$ cat src/rtl/seq_scan_ctrl.sv
// Word-level sequencer around a bit-serial Mealy pattern matcher: accepts a word,
// shifts it MSB-first one bit per clock, then reports match count and positions.
module seq_scan_ctrl #(
  parameter int unsigned      DATA_W = 8,
  parameter int unsigned      PAT_W  = 4,
  parameter logic [PAT_W-1:0] PAT    = 4'b1011,
  localparam int unsigned     CNT_W  = $clog2(DATA_W + 1)
) (
  input  logic              clk,
  input  logic              rst,
  input  logic              in_valid,
  output logic              in_ready,
  input  logic [DATA_W-1:0] in_data,
  input  logic              in_overlap,
  input  logic              in_keep,
  output logic              out_valid,
  input  logic              out_ready,
  output logic [CNT_W-1:0]  match_cnt,
  output logic [DATA_W-1:0] match_pos,
  output logic              busy
);

  localparam int unsigned IDX_W = (DATA_W > 1) ? $clog2(DATA_W) : 1;
  localparam int unsigned LEN_W = $clog2(PAT_W + 1);

  localparam logic [1:0] ST_IDLE   = 2'd0;
  localparam logic [1:0] ST_SHIFT  = 2'd1;
  localparam logic [1:0] ST_REPORT = 2'd2;

  logic [1:0]        r_state;
  logic [1:0]        w_state_nxt;
  logic              w_accept;
  logic              w_shift_en;

  logic [DATA_W-1:0] r_shift;
  logic              r_overlap;
  logic [IDX_W-1:0]  r_idx;
  logic [CNT_W-1:0]  r_match_cnt;
  logic [DATA_W-1:0] r_match_pos;
  logic [PAT_W-1:0]  r_hist;
  logic [LEN_W-1:0]  r_hist_len;

  logic              w_bit;
  logic [PAT_W:0]    w_hist_ext;
  logic [PAT_W-1:0]  w_hist_nxt;
  logic              w_len_full;
  logic [LEN_W-1:0]  w_len_nxt;
  logic              w_match;

  // State register
  always_ff @(posedge clk or negedge rst) begin
    if (!rst) begin
      r_state <= ST_IDLE;
    end else begin
      r_state <= w_state_nxt;
    end
  end

  // Next-state and handshake decode
  always_comb begin
    w_state_nxt = r_state;
    w_accept    = 1'b0;
    w_shift_en  = 1'b0;
    case (r_state)
      ST_IDLE: begin
        if (in_valid) begin
          w_accept    = 1'b1;
          w_state_nxt = ST_SHIFT;
        end
      end
      ST_SHIFT: begin
        w_shift_en = 1'b1;
        if (r_idx == '0) begin
          w_state_nxt = ST_REPORT;
        end
      end
      ST_REPORT: begin
        if (out_ready) begin
          w_state_nxt = ST_IDLE;
        end
      end
      default: w_state_nxt = ST_IDLE;
    endcase
  end

  // Matcher step: the incoming bit completes a match only once PAT_W bits are in history
  assign w_bit      = r_shift[DATA_W-1];
  assign w_hist_ext = {r_hist, w_bit};
  assign w_hist_nxt = w_hist_ext[PAT_W-1:0];
  assign w_len_full = (r_hist_len >= LEN_W'(PAT_W - 1));
  assign w_len_nxt  = w_len_full ? LEN_W'(PAT_W) : (r_hist_len + LEN_W'(1));
  assign w_match    = w_len_full && (w_hist_nxt == PAT);

  always_ff @(posedge clk or negedge rst) begin
    if (!rst) begin
      r_shift     <= '0;
      r_overlap   <= 1'b0;
      r_idx       <= '0;
      r_match_cnt <= '0;
      r_match_pos <= '0;
      r_hist      <= '0;
      r_hist_len  <= '0;
    end else if (w_accept) begin
      r_shift     <= in_data;
      r_overlap   <= in_overlap;
      r_idx       <= IDX_W'(DATA_W - 1);
      r_match_cnt <= '0;
      r_match_pos <= '0;
      if (!in_keep) begin
        r_hist     <= '0;
        r_hist_len <= '0;
      end
    end else if (w_shift_en) begin
      r_shift <= r_shift << 1;
      r_idx   <= r_idx - IDX_W'(1);
      r_hist  <= w_hist_nxt;
      if (w_match) begin
        r_match_cnt <= r_match_cnt + CNT_W'(1);
        r_match_pos <= r_match_pos | (DATA_W'(1) << r_idx);
        // Non-overlapping mode needs PAT_W fresh bits before the next match
        r_hist_len  <= r_overlap ? w_len_nxt : '0;
      end else begin
        r_hist_len  <= w_len_nxt;
      end
    end
  end

  assign in_ready  = (r_state == ST_IDLE);
  assign out_valid = (r_state == ST_REPORT);
  assign busy      = (r_state != ST_IDLE);
  assign match_cnt = r_match_cnt;
  assign match_pos = r_match_pos;

endmodule

$ cat config.mk
export PLATFORM = sky130hd
export DESIGN_NAME = seq_scan_ctrl
export DESIGN_NICKNAME = d
export VERILOG_FILES = /design/src/rtl/seq_scan_ctrl.sv
export SDC_FILE = /design/constraint.sdc
export NUM_CORES = 1
export LEC_CHECK = 0
export CORE_ASPECT_RATIO = 1.4
export CORE_MARGIN = 2
export CORE_UTILIZATION = 45
export CTS_CLUSTER_DIAMETER = 50
export DETAILED_ROUTE_END_ITERATION = 10
export PLACE_DENSITY = 0.72
export SLEW_MARGIN = 5
export SYNTH_ARGS = -nofsm -noshare
export SYNTH_HDL_FRONTEND = slang
export SYNTH_SLANG_ARGS = --single-unit
$ cat constraint.sdc
create_clock -name clk -period 3 [get_ports clk]
set_clock_uncertainty 0.1 [all_clocks]
set_input_delay 0.6 -clock clk [delete_from_list [all_inputs] [get_ports clk]]
set_output_delay 0.6 -clock clk [all_outputs]
set_load 0.01 [all_outputs]
==> metrics.md <==
| Metric | Value |
|---|---|
| RR Startpoint | `r_hist_len[0]$_DFFE_PN0P_` |
| Mapped Cells | `154` |
| GP Congestion | `roughly 0.77` |
| Worst rel slew slack | `48.0%` |
| Final #Nets | `roughly 200` |
| Vias per cell | `roughly 5.6` |
| Pin count of the biggest net entering global routing | `33` |
| Final Cycle Share | `76.1%` |
| Critical Path Start Type | `flip-flop` |
| Fin area | `~1900 um^2` |
| Slew @ Worst Pin | `~800 ps` |
| Syn. warnings | `0` |
| Clock buffer depth | `2` |
| Final WL | `between 3 and 4 mm` |
| Depth of the CTS H-tree | `2` |
| Share of cells above drive strength 1 | `6.04%` |
| Ys async rst share | `100%` |
| Drt drc | `0` |
| Antenna violations before repair | `0` |
| Setup TNS | `0 ps` |
| Area post-placement | `1830 um^2` |
| Crit path time final | `around 2300 ps` |
| First-pass GRT wire length | `around 5.2 mm` |
| Ys flop type | `dfrtp_1` |
| Worst EP arrival | `1580 ps` |
| Antenna-violating nets left | `0` |
| Hold Path Stages | `2` |
| Unrepaired setup endpoints after global routing | `no` |
| Post-synth EDFFs | `0` |
| Final Setup Violations | `0` |
| Wirelength per Cell | `14.0 um` |
| Max VDD drop | `~0.46 mV` |
| Avg Inst Size Synth | `around 10 um^2` |
| Register area share after synthesis | `slightly above 50%` |
| Critical Path Start | `r_state[0]$_DFFE_PN0P_` |
| Upper clock frequency limit | `about 0.44 GHz` |
| Status | `finished, final reports clean` |
| Maxcap violations | `0` |
| Leakage power | `0.872 nW` |
| Filler-free cell count of the finished design | `222` |
| PostCTS Resize Cnt | `0` |
| Row cnt | `25` |
| Hold Crit Start | `r_overlap$_DFFE_PN0P_` |
| Clock latency on the worst-skew pair | `290 ps` |
| Worst endpoint required time | `between 2000 and 2500 ps` |
| Commonest non-fill, non-tap cells in the layout | `nand2_1, dfrtp_1, clkdlybuf4s50_1, o21ai_0, ha_1` |
| HPWL Detailed | `around 2.2 mm` |
| Initial Utilization | `a little under half` |
| Die area | `about 4000 um^2` |
| Post-layout util | `between 50 and 60%` |
| DRT Pass-1 Iters | `4` |
| Vias in the first global route | `between 1k and 1.5k` |
| CTS clk-pin slew, worst paths | `~60 ps` |
| Placed Cells | `around 220` |
| CTS tree | `yes` |
| Total power divided by cell area | `around 800 nW/um^2` |
| CTS Buf Count | `5` |
| Clk sinks | `32` |
| DP Worst Slack | `approximately 540 ps` |
| Count of different cell masters after synthesis | `35` |
| Syn nets | `176` |
| CP max FO | `9` |
| CP endpoint kind | `primary output` |
| Post CTS Setup Buffer Count | `0` |
| Final worst slack | `716 ps` |
| Die height | `about 74 um` |
| Chip Width | `about 54 um` |
| Synthesized flop and latch total | `32` |
| Root buf cell | `clkbuf_8` |
| Worst r2r path cells | `5` |
| Vias | `1,237` |
| CP Class | `reg2out` |
| GRT Util Overall | `18.8%` |
| Most common cell after layout, fill and taps aside | `nand2_1` |
| HP Class | `reg2reg` |
| I/O Pins | `29` |
| Drt initial violations | `37` |
| Number of port buffers | `28` |
| Slew Limit Fails | `0` |
| Hold buffers post-CTS | `0` |
| Synth-to-layout area growth | `23.0%` |
| Grt ovf | `0` |
| Hold Violations, Final | `0` |
| Mapped cell area | `1550 um^2` |
| Fillers | `slightly above 300` |
| Core Area | `~3300 um^2` |
| Ant. Diodes | `0` |
==> per-stage QoR <==
step	power, W	hold WS, ps
6_report	0.00156	381
2_1_floorplan	0.00110	204
5_1_grt	0.00170	398
3_5_place_dp	0.00126	364
4_1_cts	0.00157	379
3_3_place_gp	0.00122	364
==> power breakdown <==
group	internal, W	total, W	switching (W)	leakage [nW]
logic	0.000238	0.000561	0.000323	0.413
registers	0.000563	0.000691	0.000128	0.417
clock network	0.000157	0.000305	0.000147	0.0410
==> area by class of cell <==
| class | instances | area (um^2) | share of cell area, % |
|---|---|---|---|
| Inverter | 7 | 26.3 | 1.38 |
| Tap cell | 40 | 50.0 | 2.62 |
| Sequential cell | 32 | 801 | 41.9 |
| Clock inverter | 1 | 5.00 | 0.262 |
| Clock buffer | 6 | 72.6 | 3.80 |
| Timing Repair Buffer | 29 | 288 | 15.1 |
| Multi-Input combinational cell | 107 | 668 | 35.0 |
==> registers in the layout, indices dropped and copies added (netlist names) <==
name and flops:
r_state 2, r_hist 3, match_cnt 4, r_shift 8, r_overlap 1, match_pos 8
r_hist_len 3, r_idx 3
==> synthesized netlist by cell type (2+ instances only) <==
| cell | count | share of area (%) |
|---|---|---|
| a22o_1 | 4 | 2.3 |
| nor4_1 | 2 | 0.81 |
| o21ai_0 | 14 | 4.5 |
| buf_2 | 3 | 0.97 |
| a22oi_1 | 7 | 3.4 |
| nor2_1 | 3 | 0.73 |
| nor2b_1 | 2 | 0.81 |
| dfrtp_1 | 32 | 52 |
| nand3_1 | 7 | 2.3 |
| nand2_1 | 36 | 8.7 |
| buf_6 | 3 | 2.2 |
| a21oi_1 | 2 | 0.64 |
| nand4b_1 | 2 | 1.1 |
| mux2i_1 | 3 | 1.9 |
| ha_1 | 8 | 6.4 |
| inv_1 | 7 | 1.7 |
==> cell families (layout without fill, tap and decap cells) <==
family / Yosys count / in the layout / share of synthesized area (%)
simple gates: 63 / 63 / 20.1
mux: 3 / 3 / 1.93
fa+ha+maj: 8 / 8 / 6.45
flops: 32 / 32 / 51.6
compound gates: 33 / 33 / 14.5
buf+inv: 15 / 43 / 5.40
==> worst max-delay path, cell delays in order (launching register included) <==
cell and delay [ps]:
dfrtp_1 520, nor2b_1 220, clkdlybuf4s50_1 560
==> worst paths after layout <==
| check | slack [ps] | endpoint |
|---|---|---|
| worst max-delay path | 720 | out_valid |
| worst min-delay path | 380 | r_overlap$_DFFE_PN0P_ |
| worst max register to register | 940 | match_cnt[0]$_DFFE_PN0P_ |
| worst min register to register | 380 | r_overlap$_DFFE_PN0P_ |
| max in group asynchronous | 1900 | match_cnt[3]$_DFFE_PN0P_ |
| min in group asynchronous | 600 | match_pos[5]$_DFFE_PN0P_ |
==> routing by layer <==
layer	wire (um)	part of all wire (%)	track usage (%)	vias up
met3	183	5.9	6.10	8
li1	-	-	-	593
met1	1280	41	22.3	595
met4	68	2.2	9.40	0
met5	0	0	0	-
met2	1570	51	30.0	41
Note: power is estimated with default switching activity, not from simulation.
